--- src/rtl/sprite_pkg.sv ---
// Shared types and geometry constants for the sprite motion controllers.
package sprite_pkg;

  typedef enum logic [1:0] {
    IDLE = 2'd0,
    WALK = 2'd1,
    JUMP = 2'd2,
    FALL = 2'd3
  } state_e;

  typedef enum logic [1:0] {
    DIR_NONE  = 2'd0,
    DIR_RIGHT = 2'd1,
    DIR_LEFT  = 2'd2
  } dir_e;

  localparam int SPRITE_W = 47;
  localparam int SPRITE_H = 41;
  localparam int BG_W     = 551;
  localparam int BG_H     = 401;

  localparam int NUM_FRAMES_DEF = 6;

  function automatic dir_e decode_dir(input logic left, input logic right);
    if (right && !left) return DIR_RIGHT;
    if (left && !right) return DIR_LEFT;
    return DIR_NONE;
  endfunction

endpackage

--- src/rtl/anim_frame_seq.sv ---
// Animation frame sequencer: divides advance pulses by ANIM_DIV and steps a
// modulo-NUM_FRAMES frame index; supports clear, load of a fixed frame, and hold.
module anim_frame_seq #(
  parameter int NUM_FRAMES = 6,
  parameter int ANIM_DIV   = 4,
  parameter int FW         = 3,
  parameter int CW         = (ANIM_DIV > 1) ? $clog2(ANIM_DIV) : 1
) (
  input  logic          clk,
  input  logic          rstn,
  input  logic          adv_i,
  input  logic          hold_i,
  input  logic          clear_i,
  input  logic          load_i,
  input  logic [FW-1:0] load_val_i,
  output logic [FW-1:0] frame_o
);

  logic [CW-1:0] cnt_q,   cnt_d;
  logic [FW-1:0] frame_q, frame_d;

  // NOTE: every variable gets a default before any branch so no latch is inferred.
  always_comb begin
    cnt_d   = cnt_q;
    frame_d = frame_q;
    if (clear_i) begin
      cnt_d   = '0;
      frame_d = '0;
    end else if (load_i) begin
      cnt_d   = '0;
      frame_d = load_val_i;
    end else if (adv_i && !hold_i) begin
      if (cnt_q == CW'(ANIM_DIV - 1)) begin
        cnt_d   = '0;
        frame_d = (frame_q == FW'(NUM_FRAMES - 1)) ? '0 : frame_q + FW'(1);
      end else begin
        cnt_d = cnt_q + CW'(1);
      end
    end
  end

  // NOTE: state registers use non-blocking assignments so all flops sample together.
  always_ff @(posedge clk) begin
    if (!rstn) begin
      cnt_q   <= '0;
      frame_q <= '0;
    end else begin
      cnt_q   <= cnt_d;
      frame_q <= frame_d;
    end
  end

  assign frame_o = frame_q;

endmodule

--- src/rtl/sprite_motion_ctrl.sv ---
// Per-frame position, walk/jump state and animation select for the player sprite.
// All state advances only on an unfrozen frame_tick so the sprite never tears.
module sprite_motion_ctrl
  import sprite_pkg::*;
#(
  parameter int X_INIT     = 0,
  parameter int X_MAX      = BG_W - SPRITE_W,
  parameter int Y_FLOOR    = BG_H - SPRITE_H - 1,
  parameter int STEP_X     = 2,
  parameter int JUMP_V0    = 12,
  parameter int GRAV       = 1,
  parameter int VMAX       = 12,
  parameter int ANIM_DIV   = 4,
  parameter int NUM_FRAMES = NUM_FRAMES_DEF,
  parameter int JUMP_FRAME = 5
) (
  input  logic       clk,
  input  logic       rstn,
  input  logic       frame_tick,
  input  logic       freeze,
  input  logic       key_left,
  input  logic       key_right,
  input  logic       key_jump,
  output logic [9:0] x_pos,
  output logic [8:0] y_pos,
  output logic [2:0] frame_sel,
  output logic       facing,
  output logic       airborne,
  output logic       moving
);

  localparam logic signed [10:0] X_MAX_S   = 11'(X_MAX);
  localparam logic signed [10:0] STEP_S    = 11'(STEP_X);
  localparam logic signed [10:0] Y_FLOOR_S = 11'(Y_FLOOR);
  localparam logic signed [6:0]  V0_S      = 7'(JUMP_V0);
  localparam logic signed [6:0]  GRAV_S    = 7'(GRAV);
  localparam logic signed [6:0]  VMAX_S    = 7'(VMAX);

  state_e             state_q,    state_d;
  logic [9:0]         x_q,        x_d;
  logic [8:0]         y_q,        y_d;
  logic signed [5:0]  vy_q,       vy_d;
  logic               facing_q,   facing_d;
  logic               airborne_q, airborne_d;
  logic               moving_q,   moving_d;

  logic               tick;
  dir_e               dir;
  logic               launch;
  logic               in_air;
  logic signed [10:0] x_ext, x_sum, x_clamp;
  logic signed [10:0] y_ext, y_sum, vy_ext;
  logic signed [6:0]  vy_cur, vy_up;

  logic               seq_clear, seq_load;

  assign tick = frame_tick && !freeze;
  assign dir  = decode_dir(key_left, key_right);

  always_comb begin
    x_ext   = {1'b0, x_q};
    x_sum   = x_ext;
    x_clamp = x_ext;
    unique case (dir)
      DIR_RIGHT: x_sum = x_ext + STEP_S;
      DIR_LEFT:  x_sum = x_ext - STEP_S;
      default:   x_sum = x_ext;
    endcase
    if (x_sum < 11'sd0)        x_clamp = '0;
    else if (x_sum > X_MAX_S)  x_clamp = X_MAX_S;
    else                       x_clamp = x_sum;
    x_d = 10'(x_clamp);

    facing_d = facing_q;
    if (dir == DIR_RIGHT)     facing_d = 1'b0;
    else if (dir == DIR_LEFT) facing_d = 1'b1;
  end

  always_comb begin
    state_d = state_q;
    y_d     = y_q;
    vy_d    = vy_q;
    launch  = 1'b0;
    in_air  = (state_q == JUMP) || (state_q == FALL);

    unique case (state_q)
      IDLE: begin
        if (key_jump)              launch  = 1'b1;
        else if (dir != DIR_NONE)  state_d = WALK;
      end
      WALK: begin
        if (key_jump)              launch  = 1'b1;
        else if (dir == DIR_NONE)  state_d = IDLE;
      end
      default: ;
    endcase

    // A launch applies its first airborne step on the same tick it is taken.
    vy_cur = launch ? -V0_S : {vy_q[5], vy_q};
    vy_ext = {{4{vy_cur[6]}}, vy_cur};
    y_ext  = {2'b00, y_q};
    y_sum  = y_ext + vy_ext;
    vy_up  = vy_cur + GRAV_S;
    if (vy_up > VMAX_S) vy_up = VMAX_S;

    if (launch || in_air) begin
      if (y_sum < 11'sd0) begin
        y_d     = '0;
        vy_d    = '0;
        state_d = FALL;
      end else if (y_sum >= Y_FLOOR_S) begin
        y_d     = 9'(Y_FLOOR);
        vy_d    = '0;
        state_d = (dir == DIR_NONE) ? IDLE : WALK;
      end else begin
        y_d     = 9'(y_sum);
        vy_d    = 6'(vy_up);
        state_d = (vy_up < 7'sd0) ? JUMP : FALL;
      end
    end

    airborne_d = (state_d == JUMP) || (state_d == FALL);
    moving_d   = (state_d == WALK) || (airborne_d && (dir != DIR_NONE));
  end

  // Airborne overrides the animation; otherwise a state change restarts it.
  assign seq_load  = tick && airborne_d;
  assign seq_clear = tick && !airborne_d && (state_d != state_q);

  anim_frame_seq #(
    .NUM_FRAMES (NUM_FRAMES),
    .ANIM_DIV   (ANIM_DIV),
    .FW         (3)
  ) u_anim (
    .clk        (clk),
    .rstn       (rstn),
    .adv_i      (frame_tick),
    .hold_i     (freeze),
    .clear_i    (seq_clear),
    .load_i     (seq_load),
    .load_val_i (3'(JUMP_FRAME)),
    .frame_o    (frame_sel)
  );

  always_ff @(posedge clk) begin
    if (!rstn) begin
      state_q    <= IDLE;
      x_q        <= 10'(X_INIT);
      y_q        <= 9'(Y_FLOOR);
      vy_q       <= '0;
      facing_q   <= 1'b0;
      airborne_q <= 1'b0;
      moving_q   <= 1'b0;
    end else if (tick) begin
      state_q    <= state_d;
      x_q        <= x_d;
      y_q        <= y_d;
      vy_q       <= vy_d;
      facing_q   <= facing_d;
      airborne_q <= airborne_d;
      moving_q   <= moving_d;
    end
  end

  assign x_pos    = x_q;
  assign y_pos    = y_q;
  assign facing   = facing_q;
  assign airborne = airborne_q;
  assign moving   = moving_q;

endmodule

--- config.mk ---
export PLATFORM = sky130hd
export DESIGN_NAME = sprite_motion_ctrl
export DESIGN_NICKNAME = d
export VERILOG_FILES = /design/src/rtl/sprite_pkg.sv /design/src/rtl/anim_frame_seq.sv /design/src/rtl/sprite_motion_ctrl.sv
export SDC_FILE = /design/constraint.sdc
export NUM_CORES = 1
export LEC_CHECK = 0
export BUFFER_PORTS_ARGS = -buffer_cell sky130_fd_sc_hd__buf_4
export CAP_MARGIN = 30
export CORE_UTILIZATION = 45
export CTS_CLUSTER_DIAMETER = 60
export DETAILED_ROUTE_END_ITERATION = 7
export MAX_ROUTING_LAYER = met4
export PLACE_DENSITY = 0.62
export SLEW_MARGIN = 10
export SYNTH_ARGS = -nofsm -noshare
export SYNTH_HDL_FRONTEND = slang
export SYNTH_SLANG_ARGS = --single-unit
--- constraint.sdc ---
create_clock -name clk -period 6.72 [get_ports clk]
set_clock_uncertainty 0.1 [all_clocks]
set_input_delay 1.008 -clock clk [delete_from_list [all_inputs] [get_ports clk]]
set_output_delay 1.008 -clock clk [all_outputs]
set_load 0.02 [all_outputs]
# Word-level counts from Yosys, hierarchy flattened
# Cells that the tools add are included.
# totals
output_inout_bits	25
inputBits	7
ff_bits	35
# classes
n_lt_le_gt_ge	6
muxes	35
n_bitwise	1
n_reduce_logical	28
n_eq_ne	11
add_sub_neg	6
# ops
op	n
2-bit 2-to-1 mux	12
11-bit by 1-bit < comparator with 1-bit output, second input constant	2
11-bit case mux with 2 select lines	1
10-bit 2-to-1 mux	2
9-bit 2-to-1 mux	2
7-bit 2-to-1 mux	2
2-bit == test, second input constant	6
3-bit 2-to-1 mux	4
6-bit 2-to-1 mux	2
10-bit by 2-bit adder with 11-bit output, second input constant	1
10-bit by 7-bit adder with 11-bit output	1
11-bit by 10-bit greater-or-equal comparator with 1-bit output, second input constant	1
11-bit by 10-bit > comparator with 1-bit output, second input constant	1
10-bit by 2-bit subtractor with 11-bit output, second input constant	1
1-bit 2-to-1 mux	9
2-bit AND reduction	4
2-bit nonzero test	4
7-bit by 2-bit adder with 7-bit output, second input constant	1
7-bit by 5-bit > comparator with 1-bit output, second input constant	1
1-bit logical AND	7
7-bit by 1-bit < comparator with 1-bit output, second input constant	1
2-bit by 1-bit == test with 1-bit output, second input constant	3
1-bit logical NOT	4
2-bit logical NOT	2
9 further kinds	13

# Longest topological paths before layout
# Gate-level depths: netlist of run 1.
# depth
depth_word	18
depth_mapped	14
depth_no_buf	12

# Modules after synthesis
# From an unflattened synthesis of run 1, not the netlist that was laid out.
# hier_totals
hier_cells	367
area_unflattened_um2	2856.5
# modules_own_cells
module	area_per_inst_um2	n_inst	seq_area_each_um2	cells_per_inst
sprite_motion_ctrl	2588.7	1	580.6	340
anim_frame_seq	267.8	1	100.1	27

# Worst setup path after synthesis of run 1
# No wires, ideal clock.
# synth_path
path_kind	input port to flip-flop
startpoint	input port key_jump
endpoint	register vy_q[0]
required_time_ps	6533
stages	14
path_buffers	3
arrival_ps	3687
path_slack_ps	2846
setup_ps	87
path_cell_list	nand2b_4 -> buf_2 -> nand2b_1 -> ha_1 -> buf_6 -> a31o_4 -> a31oi_4 -> xnor3_1 -> a31o_1 -> o2111ai_2 -> a21boi_2 -> or3b_1 -> buf_6 -> o31ai_1
# synth_via
elab_chain_len	8
# synth_rtl
item	line_no	rtl
from (decl)	sprite_motion_ctrl.sv:23	input logic key_jump,
1-bit 2-to-1 mux (*)	sprite_motion_ctrl.sv:88, sprite_motion_ctrl.sv:92	
1-bit 2-to-1 mux (*)	-	
parallel branches: the longest is 6 deep, another holds 10-bit by 7-bit adder with 11-bit output	-	
to (signal assigned)	sprite_motion_ctrl.sv:158	vy_q <= vy_d;
to (decl)	sprite_motion_ctrl.sv:42	logic signed [5:0] vy_q, vy_d;
# Mark *: on every way between the ends.
# A chain may end at the register's enable or synchronous reset.

# Worst setup path after layout of run 1
# layout_path
startpoint	input port key_jump
endpoint	register u_anim.frame_q[2], in the netlist u_anim.frame_o[2]
# layout_via
elab_chain_len	17
# layout_rtl
item	line_no	rtl
1-bit 2-to-1 mux	sprite_motion_ctrl.sv:88, sprite_motion_ctrl.sv:92	
1-bit 2-to-1 mux	-	
7-bit 2-to-1 mux	sprite_motion_ctrl.sv:99	vy_cur = launch ? -V0_S : {vy_q[5], vy_q};
7-bit by 2-bit adder with 7-bit output	sprite_motion_ctrl.sv:103	vy_up = vy_cur + GRAV_S;
7-bit by 5-bit > comparator with 1-bit output	sprite_motion_ctrl.sv:104	if (vy_up > VMAX_S) vy_up = VMAX_S;
7-bit 2-to-1 mux	sprite_motion_ctrl.sv:104	
7-bit by 1-bit < comparator with 1-bit output	sprite_motion_ctrl.sv:118	state_d = (vy_up < 7'sd0) ? JUMP : FALL;
1-bit 2-to-1 mux	sprite_motion_ctrl.sv:118	
2-bit 2-to-1 mux	sprite_motion_ctrl.sv:111	end else if (y_sum >= Y_FLOOR_S) begin
2-bit 2-to-1 mux	sprite_motion_ctrl.sv:107	if (y_sum < 11'sd0) begin
2-bit 2-to-1 mux (*)	sprite_motion_ctrl.sv:106	if (launch || in_air) begin
2-bit == test	sprite_motion_ctrl.sv:122	airborne_d = (state_d == JUMP) || (state_d == FALL);
1-bit logical OR	sprite_motion_ctrl.sv:122	
1-bit logical NOT	sprite_motion_ctrl.sv:128	assign seq_clear = tick && !airborne_d && (state_d != state_q);
1-bit logical AND (2 in a row)	sprite_motion_ctrl.sv:128	
2-bit OR reduction (no line)	-	
to (signal assigned)	anim_frame_seq.sv:49	frame_q <= frame_d;
to (decl)	anim_frame_seq.sv:20	logic [FW-1:0] frame_q, frame_d;
# Every way passes the cells marked *; elsewhere a longest branch is shown, timed or not.

==> results.toml, run 1 <==
[power]
switching_share = 0.3568
clock_power_share = 0.299
p_int_uw = 404.7
p_switching_uw = 224.5
p_leak_uw = 0.001321
combPwrFrac = 0.345
power_density_nw_per_um2 = 196.7
power_frac_seq = 0.356
ir_worst_vdd_mv = 0.1107

[yosys]
synthArstFlopShare = 0
seq_area_frac_synth = 0.2353
yosysWarningCount = 0
syn-instance-count = 368
ys_seq_elements = 34
synth_cell_types = 74
syn_area_per_cell_um2 = 7.861
syn-num-nets = 397
synth_edf_count = 0
syn_area_um2 = 2893
synth-main-ff-cell = "dfxtp_1"

[min_path]
min_from = "airborne"
worstHoldPathCells = 2
hp-class = "reg2reg"
min_to = "airborne"

[sta]
post-route-period-util = 0.6135
period_minus_slack_ns = 4.123
rsz0062_at_grt = "false"
finalSetupViolCount = 0
slew_headroom = 0.3626
fin_hold_ws_ns = 0.3666
hold_violations = 0
fmax_ghz = 0.2426
drv_slew = 0
tns_ns = 0
tightest_slew_ns = 0.9441

[clocking]
cts_resized = 0
numCtsBuffers = 5
ctsHoldBuffers = 0
cts_htree_levels = 2
path_clk_slew_ns = 0.07
clock_tree.buffer_depth = 2
clock_latency_ns = 0.29
cts.sinks = 34
cts_tree = "built"
root_buffer = "clkbuf_8"
post_cts_buffers = 0

[floorplan]
die_area_um2 = 6753
num_rows = 28
initial_core_util = 0.4773
die-height_um = 82.18
die_w_um = 82.18
pin_count = 32
fp.coreArea_um2 = 6061

[worst_setup_path]
cp_cell_sequence = "buf_4, nor2b_1, nor2_1, inv_1, ha_1, o211a_1, nand2_1, a211oi_1, nor2_1, a211oi_2, or2_2, o21a_1, a221oi_1"
end_kind = "flop"
worst_path_max_delay_cell = "a211oi_2"
path_class = "in2reg"
cpPeakStageDelay_ns = 0.68
path_max_fanout = 12
critPathMostFrequentCell = "nor2_1"
r2r_slack_ns = 3.01
r2r-start = "state_q[1]"
critPathArrivalTime_ns = 4.15
required_ns = 6.75
rr_worst_depth = 11
r2r-end = "vy_q[2]"
worstSetupStartpointType = "input port"

[finish]
fin_nets = 414
layout_commonest_cell = "dfxtp_1"
stdcell_area_um2 = 3199
final_cell_mix = "dfxtp_1 (34), a21oi_1 (33), buf_4 (31)"
diodes = 0
area.growth.synth_to_final_pct = 10.60
layout-drive-gt1-share = 0.1554

[detailed_routing]
met2_length_um = 3056
wl_met3_um = 330
antenna_left = 0
totalWireLength_um = 7262
num_vias = 2832
firstDrtPassIters = 5
viasPerCell = 6.143
drc = 0
top_layer_used = "met4"
wl_per_cell_um = 15.75
drt_iter0_drc = 254
m1WireLength_um = 3771

[grt]
grt_max_degree = 25
grt_pass1_vias = 2579
grt_pass1_wl_um = 12360
grt_overflow_total = 0
antenna_found_initial = 0
grt_usage = 0.2428

[placed_design]
portBuffers = 30
hpwl_um = 5418
gp_congestion = 0.8430
dpl_cell_area_um2 = 3090

[flow_run]
drv_cap = 0

[outcome]
status = "finished clean"
-- metrics by stage --
stage | power (uW) | setup slack [ns] | instances | util
detailed placement | 443.0 | 2.359 | 453 | 0.5099
global placement | 441.8 | 2.401 | 453 | 0.5099
finish | 629.2 | 2.597 | 461 | 0.5279
CTS | 631.8 | 2.652 | 461 | 0.5279
global route | 668.5 | 2.271 | 461 | 0.5279
floorplan | 400.6 | 2.846 | 368 | -
-- synthesized netlist by cell type (all sizes together), types with 2 or more instances --
master / number / area share
and3: 5 / 0.011
inv: 11 / 0.014
nor4b: 2 / 0.0061
a31oi: 4 / 0.014
nand2: 26 / 0.034
o21a: 5 / 0.013
a31o: 6 / 0.021
or3: 5 / 0.013
a211oi: 9 / 0.027
o211ai: 7 / 0.018
nor4: 4 / 0.0086
or2: 2 / 0.0043
and2: 2 / 0.0043
nand3b: 3 / 0.0078
xnor2: 6 / 0.018
buf: 8 / 0.027
a221oi: 2 / 0.0061
o21bai: 2 / 0.0052
xor2: 3 / 0.0091
nor3: 14 / 0.024
ha: 21 / 0.091
o211a: 3 / 0.010
a21oi: 33 / 0.057
clkbuf: 13 / 0.017
nand2b: 7 / 0.018
a21boi: 2 / 0.0065
a22oi: 3 / 0.0078
nor2: 30 / 0.039
o21ai: 27 / 0.048
a21o: 11 / 0.029
dfxtp: 34 / 0.24
o31ai: 6 / 0.016
o41ai: 2 / 0.0061
nor3b: 3 / 0.0078
nand3: 19 / 0.033
or3b: 2 / 0.0061
nor2b: 4 / 0.0086
-- worst max-delay path, delay by kind of cell --
family / cells / cell delay, ns
AO/OA/AOI/OAI: 5 / 1.47
AND/OR/NAND/NOR: 5 / 1.00
buffers and inverters: 2 / 0.35
adder cells (fa/ha/maj): 1 / 0.30
-- power groups by stage --
stage | Clock (uW) | Sequential, uW | Combinational, uW
6_report | 188 | 224 | 217
5_1_grt | 202 | 226 | 241
4_1_cts | 192 | 224 | 216
3_5_place_dp | 0 | 228 | 215
3_3_place_gp | 0 | 228 | 214
2_1_floorplan | 0 | 235 | 165
-- worst max path at each step --
stage | from | endpoint | slack, ns | cells after the start
global route | key_jump | u_anim.frame_o[0] | 2.27 | 13
floorplan | key_jump | vy_q[0] | 2.85 | 14
detailed placement | key_right | x_pos[4] | 2.36 | 12
finish | key_jump | u_anim.frame_o[2] | 2.60 | 13
CTS | key_jump | u_anim.frame_o[2] | 2.65 | 13
global placement | key_jump | u_anim.frame_o[2] | 2.40 | 13
-- metal layers --
| metal | vias up | track usage |
|---|---|---|
| met5 | - | - |
| met4 | 0 | 0.07368 |
| li1 | 1413 | - |
| met3 | 11 | 0.03736 |
| met2 | 82 | 0.3545 |
| met1 | 1326 | 0.3418 |
-- cells by family after synthesis --
group / after synthesis / synth area share
mux: 2 / 0.007353
flops: 34 / 0.2353
other cells: 1 / 0.001296
compound gates: 136 / 0.3309
fa+ha+maj: 22 / 0.09775
buf+inv: 32 / 0.05882
simple gates: 131 / 0.2336
xor+xnor: 10 / 0.03504
-- registers in the layout (all words and copies together), names as in the netlist --
signal and flops:
u_anim.frame_o 3, y_pos 9, x_pos 9, moving 1
airborne 1, vy_q 6, facing 1, u_anim.cnt_q 2
state_q 2
-- area by class of cell --
class | instances | area (um^2)
fillers | 600 | 2861
multi-input cells | 302 | 2042
flip-flops and latches | 34 | 680.7
repair buffers | 31 | 232.7
well taps | 75 | 93.84
clock buffers | 5 | 68.82
inverters | 11 | 41.29
clock inverters | 3 | 40.04
Power figures use the tool's default switching activity.
==> inputs of run 2 (changes only) <==
Settings changed: ABC_AREA set to 1.
Clock period 6.72 ns to 4 ns, I/O delays scaled along.
==> results.toml, run 2 <==
[yosys]
yosysWarningCount = 0
synth_compound_area_frac = 0.1551
synth_edf_count = 0
synth_top_cell_by_area = "dfxtp_1"
synth_cell_types = 38
yosys.area.top_type_share = 0.2604
ys_seq_elements = 34
seq_area_frac_synth = 0.2604
synth_xor_area_frac = 0.03303
synth-main-ff-cell = "dfxtp_1"
synth_most_common_cell = "nand2_1"
syn_area_um2 = 2614
synthTopCellsByCount = "nand2_1 (95), inv_1 (52), a21oi_1 (37)"
synth_top_family_by_area = "simple AND/OR/NAND/NOR gates"
synthArstFlopShare = 0
synth_area_leaders = "dfxtp_1 (26%), nand2_1 (14%), ha_1 (10%), inv_1 (7.5%), a21oi_1 (7.1%)"
syn-instance-count = 399
syn_area_per_cell_um2 = 6.551
yosys.area_share.simple = 0.3404
syn-num-nets = 428
synthMuxAreaShare = 0.003830
synthAdderAreaFrac = 0.1082

[floorplan]
fp.coreArea_um2 = 5540
num_rows = 27
pin_count = 32
die-height_um = 78.21
die_w_um = 78.21
die_area_um2 = 6117
initial_core_util = 0.4718

[power]
switching_share = 0.3544
clock_power_share = 0.328
p_switching_uw = 357.4
p_leak_uw = 0.001530
total_power_uw = 1008
power_frac_seq = 0.370
p_int_uw = 650.9
combPwrFrac = 0.303
power_density_nw_per_um2 = 332.6
ir_worst_vdd_mv = 0.1901

[worst_setup_path]
cp_top_family = "simple AND/OR/NAND/NOR gates"
path_class = "in2reg"
worstSetupStartpointType = "input port"
cp_num_buf_inv = 4
cp_cell_sequence = "buf_4, nand2_4, inv_1, nor2_1, inv_1, ha_1, a21oi_1, nor2_1, a211oi_1, nand2_2, a21o_1, xor2_1, inv_2, nor2_4, nand2_2, nor2_2, a22oi_1, nor2_1"
end_kind = "flop"
required_ns = 4.12
path_max_fanout = 7
critPathArrivalTime_ns = 3.47
cpPeakStageDelay_ns = 0.38
critPathMostFrequentCell = "nor2_1"
r2r_slack_ns = 0.67
worst_path_max_delay_cell = "ha_1"

[clocking]
clock_latency_ns = 0.30
cts_htree_levels = 2
numCtsBuffers = 5
clock_tree.buffer_depth = 2
path_clk_slew_ns = 0.08
root_buffer = "clkbuf_8"
post_cts_buffers = 0
cts_tree = "built"
ctsHoldBuffers = 0
cts.sinks = 34
cts_resized = 0

[grt]
grt_max_degree = 25
grt_pass1_vias = 2370
antenna_found_initial = 0
grt_usage = 0.2259
grt_pass1_wl_um = 10600
grt_overflow_total = 0

[sta]
drv_slew = 0
setup_slack_ns = 0.6543
tightest_slew_ns = 0.8735
slew_headroom = 0.4170
fmax_ghz = 0.2989
rsz0062_at_grt = "false"
hold_violations = 0
post-route-period-util = 0.8364
period_minus_slack_ns = 3.346
finalSetupViolCount = 0
tns_ns = 0

[detailed_routing]
antenna_left = 0
wl_per_cell_um = 12.33
num_vias = 2544
drc = 0
firstDrtPassIters = 4
drt_iter0_drc = 99
viasPerCell = 5.038
totalWireLength_um = 6229

[finish]
diodes = 0
final_cell_mix = "nand2_1 (95), inv_1 (52), a21oi_1 (37)"
fin_nets = 461
layout_commonest_cell = "nand2_1"
layout-drive-gt1-share = 0.1755
area.growth.synth_to_final_pct = 15.99

[flow_run]
drv_cap = 0

[placed_design]
gp_congestion = 0.8562
dp_slack_ns = 0.3758
portBuffers = 30
hpwl_um = 4764

[outcome]
status = "finished clean"

[min_path]
hp-class = "reg2reg"
==> run 2: cell count changes after synthesis, sizes merged, moves of 8 or more <==
cell / previous run / this run
nand2: 26 / 107
nor2: 30 / 39
nor3: 14 / 4
a21o: 11 / 1
clkbuf: 13 / 5
inv: 11 / 59
nand3: 19 / 32
a211oi: 9 / 1
==> run 2: layout make-up <==
class,instances,area (um^2)
clock buffers,5,68.82
clock inverters,3,45.04
fillers,565,2509
inverters,61,229.0
multi-input cells,298,1678
flip-flops and latches,34,680.7
well taps,72,90.09
repair buffers,32,240.2
==> run 2: power groups by stage <==
stage / Combinational [uW] / Clock (uW) / Sequential, uW
floorplan: 214 / 0 / 393
finish: 305 / 330 / 373
CTS: 308 / 338 / 373
global route: 348 / 353 / 375
global placement: 305 / 0 / 381
detailed placement: 306 / 0 / 381
==> run 2: cell families (layout without fill, tap and decap cells) <==
kind of cell	count (synthesis)	in the layout
flip-flops	34	34
multiplexers	1	1
buffers and inverters	67	101
AND/OR/NAND/NOR	191	191
XOR/XNOR	9	9
AO/OA/AOI/OAI	74	74
other	1	1
adder cells (fa/ha/maj)	22	22
==> run 2: worst paths after layout <==
check | from | to | cells after the start
worst max register to register | state_q[1] | vy_q[1] | 18
worst max-delay path | key_jump | vy_q[1] | 18
worst min register to register | moving | moving | 2
worst min-delay path | moving | moving | 2
==> run 2: per-stage QoR <==
step | hold slack (ns) | util | area [um^2] | std cells
floorplan | 0.3457 | - | 2614 | 399
finish | 0.3696 | 0.5472 | 3032 | 505
CTS | 0.3732 | 0.5472 | 3032 | 505
global placement | 0.3572 | 0.5266 | 2918 | 497
detailed placement | 0.3595 | 0.5266 | 2918 | 497
global route | 0.3879 | 0.5472 | 3032 | 505
==> run 2: worst reg2reg max path: stages, from the launching register on <==
cell      delay (ns)
dfxtp_1         0.35
inv_2           0.06
nand2_4         0.12
inv_1           0.08
nor2_1          0.27
inv_1           0.21
ha_1            0.38
a21oi_1         0.23
nor2_1          0.06
a211oi_1        0.23
nand2_2         0.10
a21o_1          0.17
xor2_1          0.21
inv_2           0.08
nor2_4          0.16
nand2_2         0.10
nor2_2          0.16
a22oi_1         0.09
nor2_1          0.10
==> run 2: per-layer routing <==
layer / global-route usage / vias to the layer above / routed length, um
li1: - / 1356 / -
met1: 0.2562 / 1129 / 2832
met2: 0.4070 / 50 / 3108
met3: 0.03721 / 9 / 206
met4: 0.06481 / 0 / 82
met5: - / - / 0
==> inputs of run 3 (changes only) <==
Settings changed: ABC_AREA 1 to 0, PLACE_DENSITY 0.62 to 0.64.
Clock period 4 ns to 2.7 ns, I/O delays scaled along.
==> results.toml, run 3 (synthesis results as in run 1) <==
[detailed_routing]
num_vias = 3277
drc = 0
totalWireLength_um = 8997
drt_iter0_drc = 166
viasPerCell = 5.841
firstDrtPassIters = 5
wl_per_cell_um = 16.04
antenna_left = 0

[finish]
utilization = 0.7325
seqCellArea_um2 = 685.7
fin_nets = 514
fillerInstances = 469
instances_no_fill = 561
layout_commonest_cell = "buf_4"
diodes = 0
layout-drive-gt1-share = 0.4486
multi_input_area_um2 = 2460
final_cell_mix = "buf_4 (124), dfxtp_1 (32), a21oi_1 (29)"
area.growth.synth_to_final_pct = 53.46

[clocking]
clock_latency_ns = 0.29
cts_htree_levels = 2
root_buffer = "clkbuf_8"
cts_tree = "built"
cts.sinks = 34
ctsHoldBuffers = 0
clock_tree.buffer_depth = 2
numCtsBuffers = 5
path_clk_slew_ns = 0.08

[sta]
tightest_slew_ns = 0.5139
setup_slack_ns = -0.2084
fmax_ghz = 0.3438
period_minus_slack_ns = 2.908
hold_violations = 0
drv_slew = 0
post-route-period-util = 1.077
finalSetupViolCount = 22
rsz0062_at_grt = "true"
slew_headroom = 0.6529

[grt]
grt_usage = 0.2790
grt_max_degree = 18
grt_use_met2 = 0.4083
grt.busiest_layer = "met2"
grt_overflow_total = 0
grt_pass1_vias = 2918
grt.met3_usage = 0.04286
met1_usage = 0.4061
antenna_found_initial = 0
grt_pass1_wl_um = 14010

[placed_design]
portBuffers = 30
dp_cells = 544
gp_congestion = 0.8704
dp_slack_ns = -0.5718
hpwl_um = 6502

[worst_setup_path]
r2r_slack_ns = -0.21
cpPeakStageDelay_ns = 0.56
worst_path_max_delay_cell = "or4b_4"
critPathArrivalTime_ns = 2.99
startpoint = "state_q[1]"
cp_cell_sequence = "nand2b_4, nand2b_4, ha_4, o21a_1, a31oi_4, buf_6, a211oi_4, o21a_1, a211oi_4, or4b_4, o21ai_4, a21oi_1"
path_max_fanout = 5
r2r-start = "state_q[1]"
path_class = "reg2reg"
worstSetupStartpointType = "flop"
end_kind = "flop"
required_ns = 2.78

[floorplan]
die_w_um = 82.18
num_rows = 28
fp.coreArea_um2 = 6061
die_area_um2 = 6753
die-height_um = 82.18
initial_core_util = 0.4773
pin_count = 32

[power]
p_leak_uw = 0.001886
ir_worst_vdd_mv = 0.4125
total_power_uw = 2094
power_density_nw_per_um2 = 471.7

[flow_run]
drv_cap = 0

[outcome]
violations = "negative setup slack"
status = "complete, but fails checks"

[min_path]
min_from = "rstn"
hp-class = "in2reg"
run 3: per-stage QoR:
step,TNS (ns),cell area [um^2],hold slack (ns)
global placement,-13.16,3862,0.3469
CTS,-2.702,4213,0.3104
floorplan,-5.085,2988,0.3554
detailed placement,-13.34,3862,0.3574
global route,-5.457,4439,0.3135
finish,-2.925,4439,0.3157
run 3: area by class of cell:
class,count,area share
Timing Repair Buffer,131,0.2294
Clock buffer,5,0.01550
Sequential cell,34,0.1545
Multi-Input combinational cell,302,0.5541
Inverter,11,0.009865
Clock inverter,3,0.01550
Tap cell,75,0.02114
run 3: per-layer routing:
layer | vias to the layer above | wire [um]
met4 | 0 | 63
met1 | 1544 | 4307
met5 | - | 0
met3 | 11 | 439
met2 | 97 | 4187
li1 | 1625 | -
run 3: what timing repair did:
item,4_1_cts,5_1_grt
pin swaps,21,19
setup endpoints to repair,24,30
resized for setup,44,34
buffers inserted,4,5
run 3: final timing paths:
kind,endpoint,cells after the start
max,u_anim.cnt_q[1],12
min,y_pos[8],2
max reg2reg,u_anim.cnt_q[1],12
min reg2reg,airborne,2
run 3: where the power goes:
group | switching, uW | internal, uW | total [uW]
sequential | 25.8 | 528 | 554
clock | 212 | 370 | 582
combinational | 477 | 481 | 958
total | 715 | 1380 | 2090
run 3: worst max-delay path, delay by kind of cell (launching register included):
family	cells	cell delay, ns
buffers and inverters	1	0.14
AOI/OAI and AO/OA	7	1.14
and+or+nand+nor	3	0.78
adders and majority gates	1	0.28
DFF	1	0.35
